<file path="src/rtl/uart_rx.sv">
`timescale 1ns/1ps
`default_nettype none
// uart_rx: asynchronous 8N1 serial receiver with 2-of-3 mid-bit majority sampling and a valid/ready byte port.
// Defining UART_RX_PARITY_EN switches the frame to 8E1 and adds the RxParityError pulse output.
module uart_rx #(
   parameter int CLOCK_FREQUENCY = 1_000_000,
   parameter int BAUD_RATE       = 9600,
   parameter int BIT_CYCLES      = (CLOCK_FREQUENCY + BAUD_RATE / 2) / BAUD_RATE,
   parameter int HALF_CYCLES     = BIT_CYCLES / 2
) (
   input  logic       Clk,
   input  logic       Reset,
   input  logic       RxWire,
   output logic [7:0] RxDataOutput,
   output logic       RxValid,
   input  logic       RxReady,
   output logic       RxFrameError,
   output logic       RxOverrun,
`ifdef UART_RX_PARITY_EN
   output logic       RxParityError,
`endif
   output logic       RxBusy
);

   localparam logic [15:0] LAST_COUNT  = 16'(BIT_CYCLES - 1);
   localparam logic [15:0] SAMPLE0     = 16'(HALF_CYCLES - 1);
   localparam logic [15:0] SAMPLE1     = 16'(HALF_CYCLES);
   localparam logic [15:0] DECIDE      = 16'(HALF_CYCLES + 1);

   typedef enum logic [2:0] {
      S_IDLE   = 3'd0,
      S_START  = 3'd1,
      S_DATA   = 3'd2,
      S_PARITY = 3'd3,
      S_STOP   = 3'd4,
      S_BREAK  = 3'd5
   } state_t;

   state_t      state, state_n;
   logic        sync1, rxs, rxs_prev;
   logic [15:0] cnt, cnt_n;
   logic [2:0]  bit_idx, bit_idx_n;
   logic [7:0]  shift, shift_n;
   logic [1:0]  samp, samp_n;
   logic [7:0]  data_n;
   logic        valid_n;
   logic        frame_err_n;
   logic        overrun_n;
   logic        busy_n;
   logic        maj;
   logic        at_wrap;
   logic        at_decide;
   logic        accept;
`ifdef UART_RX_PARITY_EN
   logic        par_bit, par_bit_n;
   logic        par_err_n;
`endif

   assign maj       = (samp[0] & samp[1]) | (samp[0] & rxs) | (samp[1] & rxs);
   assign at_wrap   = (cnt == LAST_COUNT);
   assign at_decide = (cnt == DECIDE);
   assign accept    = RxValid & RxReady;

   always_ff @(posedge Clk or negedge Reset) begin
      if (!Reset) begin
         sync1        <= 1'b1;
         rxs          <= 1'b1;
         rxs_prev     <= 1'b1;
         state        <= S_IDLE;
         cnt          <= 16'd0;
         bit_idx      <= 3'd0;
         shift        <= 8'h00;
         samp         <= 2'b11;
         RxDataOutput <= 8'h00;
         RxValid      <= 1'b0;
         RxFrameError <= 1'b0;
         RxOverrun    <= 1'b0;
         RxBusy       <= 1'b0;
`ifdef UART_RX_PARITY_EN
         par_bit       <= 1'b0;
         RxParityError <= 1'b0;
`endif
      end else begin
         sync1        <= RxWire;
         rxs          <= sync1;
         rxs_prev     <= rxs;
         state        <= state_n;
         cnt          <= cnt_n;
         bit_idx      <= bit_idx_n;
         shift        <= shift_n;
         samp         <= samp_n;
         RxDataOutput <= data_n;
         RxValid      <= valid_n;
         RxFrameError <= frame_err_n;
         RxOverrun    <= overrun_n;
         RxBusy       <= busy_n;
`ifdef UART_RX_PARITY_EN
         par_bit       <= par_bit_n;
         RxParityError <= par_err_n;
`endif
      end
   end

   always_comb begin
      state_n     = state;
      cnt_n       = cnt;
      bit_idx_n   = bit_idx;
      shift_n     = shift;
      samp_n      = samp;
      data_n      = RxDataOutput;
      valid_n     = RxValid;
      frame_err_n = 1'b0;
      overrun_n   = 1'b0;
`ifdef UART_RX_PARITY_EN
      par_bit_n   = par_bit;
      par_err_n   = 1'b0;
`endif

      if (accept) begin
         valid_n = 1'b0;
      end

      if (state != S_IDLE) begin
         cnt_n = at_wrap ? 16'd0 : cnt + 16'd1;
      end
      if (cnt == SAMPLE0) begin
         samp_n[0] = rxs;
      end
      if (cnt == SAMPLE1) begin
         samp_n[1] = rxs;
      end

      case (state)
         S_IDLE: begin
            cnt_n = 16'd0;
            if (rxs_prev && !rxs) begin
               state_n = S_START;
            end
         end
         S_START: begin
            if (at_decide && maj) begin
               state_n = S_IDLE;
               cnt_n   = 16'd0;
            end else if (at_wrap) begin
               state_n   = S_DATA;
               bit_idx_n = 3'd0;
            end
         end
         S_DATA: begin
            if (at_decide) begin
               shift_n = {maj, shift[7:1]};
            end
            if (at_wrap) begin
               if (bit_idx == 3'd7) begin
`ifdef UART_RX_PARITY_EN
                  state_n = S_PARITY;
`else
                  state_n = S_STOP;
`endif
               end else begin
                  bit_idx_n = bit_idx + 3'd1;
               end
            end
         end
         S_PARITY: begin
`ifdef UART_RX_PARITY_EN
            if (at_decide) begin
               par_bit_n = maj;
            end
`endif
            if (at_wrap) begin
               state_n = S_STOP;
            end
         end
         S_STOP: begin
            // Leave at the decision point rather than at wrap so a fast
            // transmitter's next start edge is never missed.
            if (at_decide) begin
               cnt_n = 16'd0;
               if (!maj) begin
                  frame_err_n = 1'b1;
                  state_n     = S_BREAK;
               end else begin
                  state_n = S_IDLE;
`ifdef UART_RX_PARITY_EN
                  if ((^shift) != par_bit) begin
                     par_err_n = 1'b1;
                  end else
`endif
                  if (!RxValid || accept) begin
                     data_n  = shift;
                     valid_n = 1'b1;
                  end else begin
                     overrun_n = 1'b1;
                  end
               end
            end
         end
         S_BREAK: begin
            if (!rxs) begin
               cnt_n = 16'd0;
            end else if (at_wrap) begin
               state_n = S_IDLE;
               cnt_n   = 16'd0;
            end
         end
         default: begin
            state_n = S_IDLE;
            cnt_n   = 16'd0;
         end
      endcase

      busy_n = (state_n != S_IDLE);
   end

endmodule
`default_nettype wire

</file>
<file path="config.mk">
export PLATFORM = sky130hd
export DESIGN_NAME = uart_rx
export DESIGN_NICKNAME = d
export VERILOG_FILES = /design/src/rtl/uart_rx.sv
export SDC_FILE = /design/constraint.sdc
export NUM_CORES = 1
export LEC_CHECK = 0
export CAP_MARGIN = 5
export CORE_UTILIZATION = 33
export DETAILED_ROUTE_END_ITERATION = 10
export PLACE_DENSITY_LB_ADDON = 0.12
export SLEW_MARGIN = 10
export SYNTH_ARGS = -nofsm -noshare
export SYNTH_HDL_FRONTEND = slang
export SYNTH_SLANG_ARGS = --single-unit
export TNS_END_PERCENT = 30
</file>
<file path="constraint.sdc">
create_clock -name Clk -period 2.4 [get_ports Clk]
set_input_delay 0.72 -clock Clk [delete_from_list [all_inputs] [get_ports Clk]]
set_output_delay 0.72 -clock Clk [all_outputs]
set_load 0.02 [all_outputs]
</file>
Word-level counts from Yosys, hierarchy flattened

Index checks and enable logic that the tools add are counted.

Add/sub/neg operators: 2
Equality and inequality tests: 14
Multiplexer cells: 35
Bitwise logic cells: 6
Reduce and logical (&&, ||, !) cells: 13

Operators with widths:

| kind                                           | count |
|---|---|
| 2-to-1 mux 16 bit                              | 6 |
| case mux 16 bit (4 select lines)               | 1 |
| == test 16 x 6 -> 1 bit, second input constant | 3 |
| 2-to-1 mux 3 bit                               | 14 |
| case mux 3 bit (6 select lines)                | 1 |
| adder 16 x 1 -> 16 bit, second input constant  | 1 |
| == test 16 x 7 -> 1 bit, second input constant | 1 |
| 2-to-1 mux 1 bit                               | 12 |
| == test 3 bit, second input constant           | 3 |
| inequality test 2 bit, second input constant   | 4 |
| == test 3 x 2 -> 1 bit, second input constant  | 2 |
| case mux 3 bit (2 select lines)                | 1 |
| nonzero test 3 bit                             | 2 |
| AND reduction 5 bit                            | 1 |
| AND 1 bit                                      | 4 |
| AND reduction 4 bit                            | 1 |
| adder 3 x 1 -> 3 bit, second input constant    | 1 |
| == test 3 x 1 -> 1 bit, second input constant  | 1 |
| zero test 3 bit                                | 1 |
| logical AND 1 bit                              | 2 |
| zero test 1 bit                                | 2 |
| bitwise OR 1 bit                               | 2 |
| AND reduction 2 bit                            | 1 |
| nonzero test 2 bit                             | 1 |
| other kinds (2)                                | 2 |

Bits in registers: 47
Bits of input ports: 4
Logic and storage cells: 84

Depth between registers and ports, before layout

Depth in word-level cells: 7
Depth in mapped cells: 8
Gate-level depth less buffers: 7

Worst setup path after synthesis

Ideal clock, no wire load.

Kind: register to register
Start: reg cnt[0]
End: reg RxBusy
Data arrival time: 1703 ps
Slack: 562 ps
Stages on the path, launching flop included: 7
Buffers on the path: 0
Period minus slack after synthesis: 1838 ps
Cells stage by stage: dfrtp_1 > ha_1 > and4b_1 > nand4_2 > o211a_1 > o31ai_2 > nand4b_1

Longest elaborated chain between the ends: 5
Elaborated cells on any way between the ends: 12

Ends and longest elaborated chain:

| what                                                               | RTL line | RTL |
|---|---|---|
| start: declaration                                                 | 41       | `logic [15:0] cnt, cnt_n;` |
| start signal: assignment                                           | 88       | `cnt <= cnt_n;` |
| == test 16 x 7 -> 1 bit or == test 16 x 6 -> 1 bit (tied branches) | 60, 61   |  |
| 2-to-1 mux 3 bit (tied with other cells)                           | 202      | `end else if (at_wrap) begin` |
| 2-to-1 mux 3 bit, on equally long branches                         | 200, 141 |  |
| case mux 3 bit (6 select lines) (*)                                | 133      | `case (state)` |
| nonzero test 3 bit (*)                                             | 213      | `busy_n = (state_n != S_IDLE);` |
| via busy_n                                                         | 49       | `logic busy_n;` |
| end signal: assignment                                             | 96       | `RxBusy <= busy_n;` |
| end: declaration                                                   | 22       | `output logic RxBusy` |

Mark *: on every way through the listed nets, which the timed path passes. The rest lies on a longest branch.
A chain may end at the register's enable or synchronous reset.

Worst setup path after layout

Start: reg cnt[0]
End: reg bit_idx[2]

Longest elaborated chain between the ends: 4
Elaborated cells on any way between the ends: 7

Ends and longest elaborated chain:

| what                                     | RTL line | RTL |
|---|---|---|
| == test 16 x 6 -> 1 bit                  | 61       | `assign at_decide = (cnt == DECIDE);` |
| logical AND 1 bit                        | 141      | `if (at_decide && maj) begin` |
| inequality test 2 bit (no source line)   | --       |  |
| AND reduction 5 bit (no source line) (*) | --       |  |
| end signal: assignment                   | 89       | `bit_idx <= bit_idx_n;` |
| end: declaration                         | 42       | `logic [2:0] bit_idx, bit_idx_n;` |

Every way passes the cells marked *; elsewhere a longest branch is shown, timed or not.

==> results_dict.tcl <==
set metrics [dict create \
    synth_edf_count 0 \
    finalCritPeriodShare_pct 90.0 \
    rsz0062_at_grt "no" \
    worstPathMaxFanout 7 \
    top_layer "met4" \
    ctsHoldBuffers 0 \
    crit_path_end_kind "register" \
    timing_max_transition_violations_final 0 \
    gr-total-overflow 0 \
    ys.flop_type "dfrtp_1" \
    stdcell_area_um2 2720 \
    die-height_um 86.4 \
    min_period_ns 2.16 \
    diodes 0 \
    grt_max_degree 29 \
    wl_met3_um 92 \
    hold_viol_final 0 \
    max_cap_viol_count 0 \
    grt_usage_pct 14.3 \
    drtPass1Iterations 4 \
    vias 1578 \
    rr_worst_depth 6 \
    finalClockSkew_ns 0.0141 \
    cts_buffers 5 \
    yosys_warnings 0 \
    p_per_area_nw_per_um2 622 \
    grt_antenna_before_repair 0 \
    setup_tns_ns 0 \
    syn_nets 218 \
    post_drt_wl_per_cell_um 14.1 \
    drive_gt1_share_pct 24.3 \
    dp_hpwl_mm 3.25 \
    ys_async_sr_fraction_pct 100 \
    worst_slack_ns 0.240 \
    cts_tree "done" \
    p_total_uw 1690 \
    start_util_pct 34.4 \
    synth_commonest_cells "42 x dfrtp_1, 16 x mux2_2, 15 x nand2_1" \
    clkSinkCount 47 \
    cts_resized 0 \
    critPathArrivalTime_ns 2.39 \
    synth_area_leaders "dfrtp_1 45%, mux2_2 7.7%, dfstp_2 5.6%" \
    post-place-ws_ns 0.269 \
    post-route-drc-count 0 \
    max_slew.worst_pin.slew_ns 0.593 \
    io-pin-count 16 \
    start_kind "register" \
    rows 30 \
    grt_pass1_wl_mm 8.05 \
    grt_pass1_vias 1574 \
    synth.largest_area_cell "dfrtp_1" \
    gp_congestion 0.795 \
    post_cts_buffers 0 \
    avgSynthCellArea_um2 11.2 \
    ys_ff_latch 47 \
    htreeDepth 2 \
    wl_met2_mm 1.97 \
    root_buffer "clkbuf_8" \
    routed_wl_mm 4.61 \
    power.leakage_uw 0.00122 \
    synth.most_common_cell "dfrtp_1" \
    clk_latency_ns 0.32 \
    dieWidth_um 86.4 \
    yosys.area.top_type_share_pct 44.8 \
    syn_area_um2 2350 \
    synth.distinct_cells 47 \
    syn_inst 209 \
    crit_type "reg2reg" \
    area_growth_pct 16.0 \
    clk_pin_slew_worst_paths_ns 0.09 \
    outcome "completed" \
    cts.path.max_buffers 2 \
    slew_headroom_pct 60.1 \
    die_area_um2 7460 \
    placed_area_um2 2630 \
    required_ns 2.63 \
    postRouteAntennaNets 0 \
    core_area_um2 6830 \
    setup_viol 0 \
    irDropWorstVdd_mv 0.235 \
    hold_class "in2async" \
    fmax_mhz 463 \
    portBuffers 15 \
    finalNetCount 238 \
    drtIter0Drc 80 \
    met1_length_mm 2.46 \
    via_per_inst 4.84 \
    yosysSeqAreaShare_pct 50.3 \
    final_util_pct 39.9 \
]
==> metal layers <==
layer,up-vias,global-route usage [%]
li1,777,-
met1,779,20.6
met2,15,20.3
met3,7,2.86
met4,0,7.12
met5,-,0
==> where the power goes <==
group,switching (µW),internal (µW)
clock,304,216
sequential,79.9,835
combinational,146,114
total,530,1170
==> worst paths after layout <==
| path | slack (ns) | from | to |
|---|---|---|---|
| setup / recovery | 0.24 | cnt[0] | bit_idx[2] |
| hold / removal | 0.36 | Reset | cnt[1] |
| setup reg to reg | 0.24 | cnt[0] | bit_idx[2] |
| hold reg to reg | 0.36 | sync1 | rxs |
| max in group asynchronous | 1.45 | Reset | rxs_prev |
| min in group Clk | 0.36 | sync1 | rxs |
==> state kept, by name, indices dropped and copies added (netlist names) <==
signal and cells:
RxValid 1, rxs_prev 1, shift 8, bit_idx 3, samp 2, state 3
rxs 1, sync1 1, RxOverrun 1, RxDataOutput 8, cnt 16, RxFrameError 1
RxBusy 1
==> layout make-up <==
class,instances,area (µm²)
well taps,96,120
fillers,685,4110
inverters,8,30.0
clock inverters,3,27.5
clock buffers,5,68.8
flip-flops and latches,47,1180
multi-input cells,147,1100
repair buffers,20,195
==> kinds of logic (layout without fill, tap and decap cells) <==
| family | Yosys count | in the layout | synth area share (%) |
|---|---|---|---|
| simple gates | 89 | 89 | 23.2 |
| flops | 47 | 47 | 50.3 |
| compound gates | 19 | 19 | 6.39 |
| mux | 19 | 19 | 8.95 |
| xor+xnor | 15 | 15 | 5.59 |
| buf+inv | 15 | 36 | 2.82 |
| fa+ha+maj | 5 | 5 | 2.66 |
==> critical path: stages (launching register included) <==
cell and delay, ns:
dfrtp_1 0.51, ha_1 0.33, and4b_1 0.28, nand4_1 0.18
nor2_1 0.20, a21boi_1 0.36, mux2i_1 0.23
==> per-stage QoR <==
step	cells	hold slack, ns
after floorplan	209	0.345
after detailed placement	318	0.347
after global routing	326	0.372
after global placement	318	0.347
after CTS	326	0.363
final	326	0.362
==> placed cells by master (no fill, tap or decap), types with 3 or more instances in the layout <==
| cell type | count |
|---|---|
| and3_1 | 6 |
| buf_4 | 4 |
| clkbuf_8 | 5 |
| clkdlybuf4s50_1 | 14 |
| dfrtp_1 | 42 |
| dfstp_2 | 5 |
| ha_1 | 5 |
| inv_1 | 8 |
| mux2_2 | 16 |
| mux2i_1 | 3 |
| nand2_1 | 15 |
| nand3_1 | 6 |
| nand4_1 | 9 |
| nor2_1 | 14 |
| nor2_2 | 10 |
| nor2b_1 | 4 |
| nor3_1 | 4 |
| o21ai_0 | 5 |
| xnor2_1 | 7 |
| xor2_1 | 8 |
(Power assumes the default switching activity.)
